### src/rtl/cpu_types_pkg.sv
// Shared core types: immediate format encoding and the base opcodes
// that select an immediate format.
package cpu_types_pkg;

   typedef enum logic [2:0] {
      FMT_R  = 3'd0,
      FMT_I  = 3'd1,
      FMT_S  = 3'd2,
      FMT_B  = 3'd3,
      FMT_U  = 3'd4,
      FMT_J  = 3'd5,
      FMT_Z  = 3'd6,
      FMT_SH = 3'd7
   } imm_fmt_t;

   localparam logic [6:0] OPC_OP_IMM = 7'b0010011;
   localparam logic [6:0] OPC_LOAD   = 7'b0000011;
   localparam logic [6:0] OPC_JALR   = 7'b1100111;
   localparam logic [6:0] OPC_STORE  = 7'b0100011;
   localparam logic [6:0] OPC_BRANCH = 7'b1100011;
   localparam logic [6:0] OPC_LUI    = 7'b0110111;
   localparam logic [6:0] OPC_AUIPC  = 7'b0010111;
   localparam logic [6:0] OPC_JAL    = 7'b1101111;
   localparam logic [6:0] OPC_SYSTEM = 7'b1110011;

endpackage

### src/rtl/imm_ext_decode.sv
// Combinational immediate decode: instruction word -> {format, XLEN-bit immediate}.
module imm_ext_decode
   import cpu_types_pkg::*;
#(
   parameter int XLEN = 32
) (
   input  logic [31:0]     i_instr,
   output imm_fmt_t        o_fmt,
   output logic [XLEN-1:0] o_imm
);

   logic [31:0] w_raw;
   logic [2:0]  w_f3;

   assign w_f3 = i_instr[14:12];

   // w_raw already carries the correct bit 31, so one sign extension covers
   // every format (zero-extended fields simply have bit 31 clear).
   always_comb begin
      o_fmt = FMT_R;
      w_raw = '0;
      case (i_instr[6:0])
         OPC_OP_IMM: begin
            if (w_f3 == 3'b001 || w_f3 == 3'b101) begin
               o_fmt = FMT_SH;
               w_raw = (XLEN == 64) ? {26'b0, i_instr[25:20]} : {27'b0, i_instr[24:20]};
            end else begin
               o_fmt = FMT_I;
               w_raw = {{20{i_instr[31]}}, i_instr[31:20]};
            end
         end
         OPC_LOAD, OPC_JALR: begin
            o_fmt = FMT_I;
            w_raw = {{20{i_instr[31]}}, i_instr[31:20]};
         end
         OPC_STORE: begin
            o_fmt = FMT_S;
            w_raw = {{20{i_instr[31]}}, i_instr[31:25], i_instr[11:7]};
         end
         OPC_BRANCH: begin
            o_fmt = FMT_B;
            w_raw = {{19{i_instr[31]}}, i_instr[31], i_instr[7], i_instr[30:25], i_instr[11:8], 1'b0};
         end
         OPC_LUI, OPC_AUIPC: begin
            o_fmt = FMT_U;
            w_raw = {i_instr[31:12], 12'b0};
         end
         OPC_JAL: begin
            o_fmt = FMT_J;
            w_raw = {{11{i_instr[31]}}, i_instr[31], i_instr[19:12], i_instr[20], i_instr[30:21], 1'b0};
         end
         OPC_SYSTEM: begin
            if (w_f3[2]) begin
               o_fmt = FMT_Z;
               w_raw = {27'b0, i_instr[19:15]};
            end else begin
               o_fmt = FMT_I;
               w_raw = {{20{i_instr[31]}}, i_instr[31:20]};
            end
         end
         default: begin
            o_fmt = FMT_R;
            w_raw = '0;
         end
      endcase
   end

   assign o_imm = XLEN'($signed(w_raw));

endmodule

### src/rtl/imm_ext_stage.sv
// Registered immediate-generation stage with valid/ready handshake and tag sideband.
// Optional macro IMM_EXT_SKID_EN adds a 2-entry skid buffer with registered in_ready.
module imm_ext_stage
   import cpu_types_pkg::*;
#(
   parameter int XLEN  = 32,
   parameter int TAG_W = 32
) (
   input  logic             clk,
   input  logic             nRst,
   input  logic             in_valid,
   output logic             in_ready,
   input  logic [31:0]      in_instr,
   input  logic [TAG_W-1:0] in_tag,
   output logic             out_valid,
   input  logic             out_ready,
   output logic [XLEN-1:0]  out_imm,
   output imm_fmt_t         out_fmt,
   output logic [TAG_W-1:0] out_tag
);

   imm_fmt_t         w_fmt;
   logic [XLEN-1:0]  w_imm;
   logic             w_acc;
   logic             r_vld;
   logic [XLEN-1:0]  r_imm;
   imm_fmt_t         r_fmt;
   logic [TAG_W-1:0] r_tag;

   imm_ext_decode #(.XLEN(XLEN)) u_dec (
      .i_instr (in_instr),
      .o_fmt   (w_fmt),
      .o_imm   (w_imm)
   );

   assign w_acc     = in_valid & in_ready;
   assign out_valid = r_vld;
   assign out_imm   = r_imm;
   assign out_fmt   = r_fmt;
   assign out_tag   = r_tag;

`ifdef IMM_EXT_SKID_EN
   logic             r_rdy;
   logic             r_s_vld;
   logic [XLEN-1:0]  r_s_imm;
   imm_fmt_t         r_s_fmt;
   logic [TAG_W-1:0] r_s_tag;
   logic             w_main_free;

   assign in_ready    = r_rdy;
   assign w_main_free = ~r_vld | out_ready;

   // Skid only fills while main is stalled; when main frees up the skid
   // entry moves in ahead of any new input (in_ready is low then anyway).
   always_ff @(posedge clk) begin
      if (!nRst) begin
         r_rdy   <= 1'b0;
         r_vld   <= 1'b0;
         r_imm   <= '0;
         r_fmt   <= FMT_R;
         r_tag   <= '0;
         r_s_vld <= 1'b0;
         r_s_imm <= '0;
         r_s_fmt <= FMT_R;
         r_s_tag <= '0;
      end else begin
         if (w_main_free) begin
            if (r_s_vld) begin
               r_vld   <= 1'b1;
               r_imm   <= r_s_imm;
               r_fmt   <= r_s_fmt;
               r_tag   <= r_s_tag;
               r_s_vld <= 1'b0;
            end else begin
               r_vld <= w_acc;
               if (w_acc) begin
                  r_imm <= w_imm;
                  r_fmt <= w_fmt;
                  r_tag <= in_tag;
               end
            end
         end else if (w_acc) begin
            r_s_vld <= 1'b1;
            r_s_imm <= w_imm;
            r_s_fmt <= w_fmt;
            r_s_tag <= in_tag;
         end
         r_rdy <= w_main_free | ~(r_s_vld | w_acc);
      end
   end
`else
   assign in_ready = nRst & (~r_vld | out_ready);

   always_ff @(posedge clk) begin
      if (!nRst) begin
         r_vld <= 1'b0;
         r_imm <= '0;
         r_fmt <= FMT_R;
         r_tag <= '0;
      end else if (w_acc) begin
         r_vld <= 1'b1;
         r_imm <= w_imm;
         r_fmt <= w_fmt;
         r_tag <= in_tag;
      end else if (out_ready) begin
         r_vld <= 1'b0;
      end
   end
`endif

endmodule
### config.mk
export PLATFORM = sky130hd
export DESIGN_NAME = imm_ext_stage
export DESIGN_NICKNAME = d
export VERILOG_FILES = /design/src/rtl/cpu_types_pkg.sv /design/src/rtl/imm_ext_decode.sv /design/src/rtl/imm_ext_stage.sv
export SDC_FILE = /design/constraint.sdc
export NUM_CORES = 1
export LEC_CHECK = 0
export ABC_CLOCK_PERIOD_IN_PS = 3300
export CELL_PAD_IN_SITES_DETAIL_PLACEMENT = 1
export CELL_PAD_IN_SITES_GLOBAL_PLACEMENT = 1
export CORE_MARGIN = 2
export CORE_UTILIZATION = 35
export DETAILED_ROUTE_END_ITERATION = 10
export DONT_BUFFER_PORTS = 1
export GPL_TIMING_DRIVEN = 0
export PLACE_DENSITY_LB_ADDON = 0.12
export SETUP_SLACK_MARGIN = 0.1
export SLEW_MARGIN = 20
export SYNTH_ARGS = -nofsm -noshare
export SYNTH_HDL_FRONTEND = slang
export SYNTH_SLANG_ARGS = --single-unit
### constraint.sdc
create_clock -name clk -period 3.3 [get_ports clk]
set_input_delay 0.99 -clock clk [delete_from_list [all_inputs] [get_ports clk]]
set_output_delay 0.99 -clock clk [all_outputs]
set_load 0.05 [all_outputs]
-- After elaboration in Yosys (flattened, before gate mapping)
Index checks and enable logic that the tools add are counted.
- bits in registers: 68
- input bits: 68
- eq/ne operators: 11
- multiplexer cells: 8
- reductions and logical operators: 4
- bitwise logic cells: 4
- operator list (kind ; count):
    32-bit case mux with 7 select lines ; 1
    32-bit two-way mux ; 2
    7-bit == test (second input constant) ; 4
    3-bit case mux with 7 select lines ; 1
    7-bit by 5-bit == test with 1-bit output (second input constant) ; 2
    7-bit by 6-bit == test with 1-bit output (second input constant) ; 2
    7-bit by 2-bit == test with 1-bit output (second input constant) ; 1
    3-bit two-way mux ; 2
    2-bit OR reduction ; 2
    3-bit by 1-bit == test with 1-bit output (second input constant) ; 1
    3-bit == test (second input constant) ; 1
    1-bit AND ; 2
    1-bit two-way mux ; 2
    2-bit nonzero test ; 1
    1-bit logical OR ; 1
    1-bit inverter ; 1
    1-bit bitwise OR ; 1

-- Logic depth before layout (Yosys ltp)
Gate-level depths: netlist of the first run.
- word-level depth: 5
- gate-level depth with buffers: 8
- depth with buffers taken out: 5

-- Hierarchy
Synthesis of the first run repeated with hierarchy kept, for this count alone.
- cells, all modules: 421
- area total of the unflattened synthesis: 3438.3 µm²
- by module, submodules not included (module ; instances ; cells an instance ; seq. area each (µm²) ; area an instance (µm²)):
    imm_ext_stage ; 1 ; 297 ; 1361.3 ; 2708.8
    imm_ext_decode ; 1 ; 124 ; 0.0 ; 729.4

-- Least setup slack after synthesis of the first run
No wires, ideal clock.
- kind: input to output
- from: in nRst
- to: out in_ready
- data required time: 2.310 ns
- stages on the path: 3
- arrival: 1.937 ns
- path slack: 0.373 ns
- cells stage by stage: clkbuf_1 clkbuf_1 and2_1
- longest elaborated chain between the ends: 1
- RTL lines (element ; line ; source):
    from (decl) ; imm_ext_stage.sv:10 ; input logic nRst,
    1-bit AND ; imm_ext_stage.sv:92 ; assign in_ready = nRst & (~r_vld | out_ready);
    to (decl) ; imm_ext_stage.sv:12 ; output logic in_ready,
No other way between the ends.

-- Final worst setup path of the first run
Same ends and word-level chain as after synthesis.

==> results of run 1 <==
==> critical path: cells and delay by family <==
family	cells	cell delay (ns)
buffers and inverters	2	0.61
and+or+nand+nor	1	0.35
==> final timing paths <==
check / from / to / slack, ns / cells past startpoint
min: out_imm[29] / out_imm[29] / 0.70 / 2
min reg2reg: out_imm[29] / out_imm[29] / 0.70 / 2
max reg2reg: out_valid / out_imm[15] / 0.73 / 7
max: nRst / in_ready / 0.37 / 3
==> report_power, final <==
| group | switching [mW] | internal [mW] | total [mW] |
|---|---|---|---|
| clock | 0.317 | 0.265 | 0.582 |
| sequential | 0.111 | 0.847 | 0.958 |
| combinational | 0.0832 | 0.0443 | 0.128 |
==> through the flow <==
| step | setup WS, ns | utilization | area (um^2) |
|---|---|---|---|
| detailed placement | 0.0471 | 0.379 | 3130 |
| CTS | 0.143 | 0.398 | 3290 |
| floorplan | 0.373 | - | 3000 |
| finish | 0.367 | 0.399 | 3290 |
| global placement | 0.0880 | 0.379 | 3130 |
| global route | 0.246 | 0.399 | 3290 |
==> state kept, by name, indices dropped and copies added (netlist names) <==
| register | count |
|---|---|
| out_tag | 32 |
| out_imm | 32 |
| out_fmt | 3 |
| out_valid | 1 |
==> per-layer routing <==
metal	wire, um	share of wire	GRT usage
met2	4060	0.47	0.291
met4	119	0.014	0.0716
met3	760	0.088	0.0574
met1	3710	0.43	0.230
met5	0	0	0
==> kinds of logic (layout without fill, tap and decap cells) <==
group | Yosys count | in the layout | share of synthesized area
simple gates | 136 | 136 | 0.203
compound gates | 116 | 116 | 0.295
flops | 68 | 68 | 0.454
buf+inv | 30 | 45 | 0.0450
mux | 1 | 1 | 0.00334
==> Yosys cell counts, types with 2 or more instances <==
cell type,number
dfxtp_1,68
a21boi_1,10
o21a_1,3
a21boi_0,34
and2_1,3
a21oi_1,6
nand2b_1,4
and4b_1,2
nor4_1,4
nand2_1,105
buf_2,9
inv_1,2
o221a_2,2
a21o_1,11
nand4_1,2
a211oi_1,2
clkbuf_1,17
nor2_1,3
nor2b_1,3
a31oi_1,2
o21ai_0,8
a22o_1,11
a22oi_1,18
nand3_1,2
==> final cells by class <==
class	count	area [um^2]
plain buffers	28	129
clock buffers	10	128
clock inverters	5	30.0
fillers	999	4970
inverters	2	7.51
multi-input cells	253	1510
flip-flops and latches	68	1360
well taps	105	131
==> flow_metrics.py, run 1 <==
metrics = {
    "clock_network": {
        "numClockSinks": 68,
        "cts_setup_buffers": 0,
        "worst_skew_pair.late_latency_ns": 0.34,
        "post_cts_resize_count": 1,
        "clk_pin_slew_worst_paths_ns": 0.07,
        "cts_htree_levels": 3,
        "ctsHoldBuffers": 0,
        "clock_path_buffers": 2,
        "cts_tree": "yes",
        "cts_root_cell": "clkbuf_8",
        "cts_made_buffers": 9,
    },
    "cells_and_area": {
        "antenna_cells": 0,
        "layout_stage_area_growth_over_the_synthesis_result_pct": 9.72,
        "finish.net_count": 430,
        "layout.cells.most_common": "nand2_1",
        "mostFrequentLayoutCells": "nand2_1 (105), dfxtp_1 (68), a21boi_0 (34)",
        "instances_no_fill": 471,
        "fraction_of_final_layout_cells_sized_beyond_drive_strength_1": 0.0984,
    },
    "timing": {
        "max_freq_mhz": 341,
        "finalCritPeriodShare": 0.889,
        "worst_margin_pin_slew_ns": 0.995,
        "layout_min_cycle_time_ns": 2.93,
        "max_slew_headroom": 0.331,
        "hold_slack_ns": 0.702,
        "setup_violations": 0,
        "rsz0062_at_grt": "false",
        "finalSetupTns_ns": 0,
        "finalHoldViolations": 0,
        "final.setup_skew_ns": 0.00625,
        "final-max-slew-violation-count": 0,
    },
    "synth": {
        "synth-seq-area-share": 0.454,
        "post_synth_inst_count": 351,
        "synthDistinctLibCells": 44,
        "synth_warnings": 0,
        "synth_nets": 419,
        "syn-mean-instance-area_um2": 8.55,
        "commonest_register_cell_after_synthesis": "dfxtp_1",
        "fraction_of_synthesis_flops_using_an_asynchronous_set_or_reset_pin": 0,
        "synth_edf_count": 0,
        "synth_top_cells_by_area": "dfxtp_1 (45%), nand2_1 (13%), a21boi_0 (8.5%), a22oi_1 (4.5%), a22o_1 (3.2%)",
        "post-synth-top-area-cell": "dfxtp_1",
        "syn-cell-area_um2": 3000,
        "yosys.area.top_type_share": 0.454,
        "ys_seq_elements": 68,
    },
    "worst_setup_path": {
        "crit_path_end_kind": "primary output",
        "crit_required_ns": 2.31,
        "crit_arrival_ns": 1.94,
        "slowest_delay_ns": 0.35,
        "critical_path.slowest_cell": "and2_2",
        "worst-path-max-fanout": 10,
        "cp-start-kind": "primary input",
        "cells_along_the_critical_path": "clkbuf_1, clkbuf_2, and2_2",
        "critical_path_class": "primary input to primary output",
    },
    "detailed_routing": {
        "drt-vias-per-instance": 5.43,
        "antenna_violating_nets_post_route": 0,
        "drt-wirelength-per-cell_um": 18.4,
        "drt_iter0_drc": 92,
        "route.detailed.drc": 0,
        "detail_route.wirelength_um": 8650,
        "drt_pass1_iterations": 4,
        "route.vias.total": 2557,
    },
    "power": {
        "totalPowerFinal_mw": 1.67,
        "p_per_area_nw_per_um2": 507,
        "ir_drop_uv": 152,
        "total_leakage_power_nw": 1.10,
    },
    "global_route": {
        "grt_pass1_wl_um": 12800,
        "maximum_number_of_pins_on_one_net_before_global_route_repair": 12,
        "grt.total_usage": 0.182,
        "first_global_vias": 2501,
        "antenna_found_initial": 0,
        "globalRouteOverflowTotal": 0,
    },
    "hold_path": {
        "timing.hold.worst.class": "flop to flop",
    },
    "floorplanning": {
        "io-pin-count": 137,
        "initial_core_util": 0.363,
        "core_um2": 8260,
        "die-height_um": 96.6,
        "dieArea_um2": 9330,
        "die_w_um": 96.6,
        "floorplan.rows": 33,
    },
    "place": {
        "placed_instances": 456,
        "post-dp-hpwl_um": 6470,
        "finalWeightedCongestion": 0.844,
        "port_buffers": 0,
    },
    "flow_run": {
        "cap_viol_max_count": 0,
    },
    "outcome": {
        "status": "finished, final reports clean",
    },
}
Power figures use the tool's default switching activity.
==> inputs of run 2 (changes only) <==
- RECOVER_POWER: not set -> 50
==> run 2 against run 1 <==
Effect of this change: register-to-register slack about the same; first-iteration DRC count unchanged; cell area unchanged; combinational power about the same; critical endpoint unchanged.
==> flow_metrics.py, run 2 (synthesized netlist as in run 1, its figures left out) <==
metrics = {
    "clock_network": {
        "worst_skew_pair.late_latency_ns": 0.34,
        "cts_tree": "yes",
        "cts_setup_buffers": 0,
        "cts_root_cell": "clkbuf_8",
        "cts_htree_levels": 3,
        "clock_path_buffers": 2,
        "clk_pin_slew_worst_paths_ns": 0.07,
        "cts_made_buffers": 9,
        "numClockSinks": 68,
    },
    "floorplanning": {
        "floorplan.rows": 33,
        "die-height_um": 96.6,
        "initial_core_util": 0.363,
        "die_w_um": 96.6,
        "io-pin-count": 137,
        "dieArea_um2": 9330,
        "core_um2": 8260,
    },
    "place": {
        "port_buffers": 0,
        "dpl_cell_area_um2": 3130,
        "finalWeightedCongestion": 0.844,
        "post-dp-hpwl_um": 6470,
        "post_place_worst_slack_ns": 0.0471,
    },
    "global_route": {
        "antenna_found_initial": 0,
        "grt.total_usage": 0.182,
        "globalRouteOverflowTotal": 0,
        "grt_pass1_wl_um": 12800,
        "maximum_number_of_pins_on_one_net_before_global_route_repair": 12,
        "first_global_vias": 2501,
    },
    "detailed_routing": {
        "drt-vias-per-instance": 5.43,
        "drt_pass1_iterations": 4,
        "detail_route.wirelength_um": 8650,
        "drt_iter0_drc": 92,
        "route.vias.total": 2556,
        "route.detailed.drc": 0,
        "drt-wirelength-per-cell_um": 18.4,
        "antenna_violating_nets_post_route": 0,
    },
    "timing": {
        "rsz0062_at_grt": "false",
        "final-max-slew-violation-count": 0,
        "max_freq_mhz": 340,
        "finalSetupTns_ns": 0,
        "setup_slack_ns": 0.362,
        "worst_margin_pin_slew_ns": 1.00,
        "layout_min_cycle_time_ns": 2.94,
        "max_slew_headroom": 0.324,
        "finalHoldViolations": 0,
        "hold_slack_ns": 0.702,
        "finalCritPeriodShare": 0.890,
        "setup_violations": 0,
        "final.setup_skew_ns": 0.00626,
    },
    "worst_setup_path": {
        "worst-path-max-fanout": 10,
        "cp-start-kind": "primary input",
        "crit_path_end_kind": "primary output",
        "critical_path_class": "primary input to primary output",
        "crit_arrival_ns": 1.95,
        "reg2reg_setup_slack_ns": 0.73,
        "crit_required_ns": 2.31,
    },
    "cells_and_area": {
        "layout.cells.most_common": "nand2_1",
        "antenna_cells": 0,
        "seq_area_um2": 1360,
        "multi_input_area_um2": 1510,
        "fraction_of_final_layout_cells_sized_beyond_drive_strength_1": 0.0984,
        "final_core_utilization": 0.399,
        "layout_stage_area_growth_over_the_synthesis_result_pct": 9.72,
        "mostFrequentLayoutCells": "nand2_1 (105), dfxtp_1 (68), a21boi_0 (34)",
        "postLayoutCellArea_um2": 3290,
        "finish.net_count": 430,
        "fillers": 999,
    },
    "power": {
        "p_per_area_nw_per_um2": 507,
        "total_leakage_power_nw": 1.10,
        "ir_drop_uv": 152,
    },
    "flow_run": {
        "cap_viol_max_count": 0,
    },
    "hold_path": {
        "timing.hold.worst.class": "flop to flop",
    },
    "outcome": {
        "status": "finished, final reports clean",
    },
}
## run 2: timing repair
action	4_1_cts	5_1_grt
hold buffers	0	0
pin swaps	0	0
setup endpoints to repair	1	1
resized for setup	1	2
## run 2: report_power, final
| group | switching, mW | internal, mW |
|---|---|---|
| combinational | 0.0831 | 0.0442 |
| clock | 0.317 | 0.265 |
| sequential | 0.111 | 0.847 |
| total | 0.512 | 1.16 |
## run 2: final timing paths
kind                                   from           to  cells after the start
worst max-delay path                   nRst     in_ready                      3
worst min register to register  out_imm[29]  out_imm[29]                      2
worst max register to register    out_valid  out_imm[15]                      7
worst min-delay path            out_imm[29]  out_imm[29]                      2
## run 2: critical path, cell delays in order
cell and delay, ns:
clkbuf_1 0.31, clkbuf_2 0.30, and2_2 0.35
## run 2: per-layer routing
metal	GRT usage	up-vias	part of all wire
met5	0	-	0
met4	0.0716	0	0.014
met3	0.0574	11	0.088
met2	0.291	86	0.47
met1	0.230	1209	0.43
li1	-	1250	-
## run 2: metrics by stage
step,instances,power (mW)
floorplan,351,1.07
global placement,456,1.10
detailed placement,456,1.11
CTS,471,1.70
global route,471,1.75
finish,471,1.67
## run 2: layout make-up
type	count	area share
multi-input combinational	253	0.457
sequential	68	0.414
tap	105	0.0399
buffer	28	0.0391
clock buffer	10	0.0388
clock inverter	5	0.00912
inverter	2	0.00228
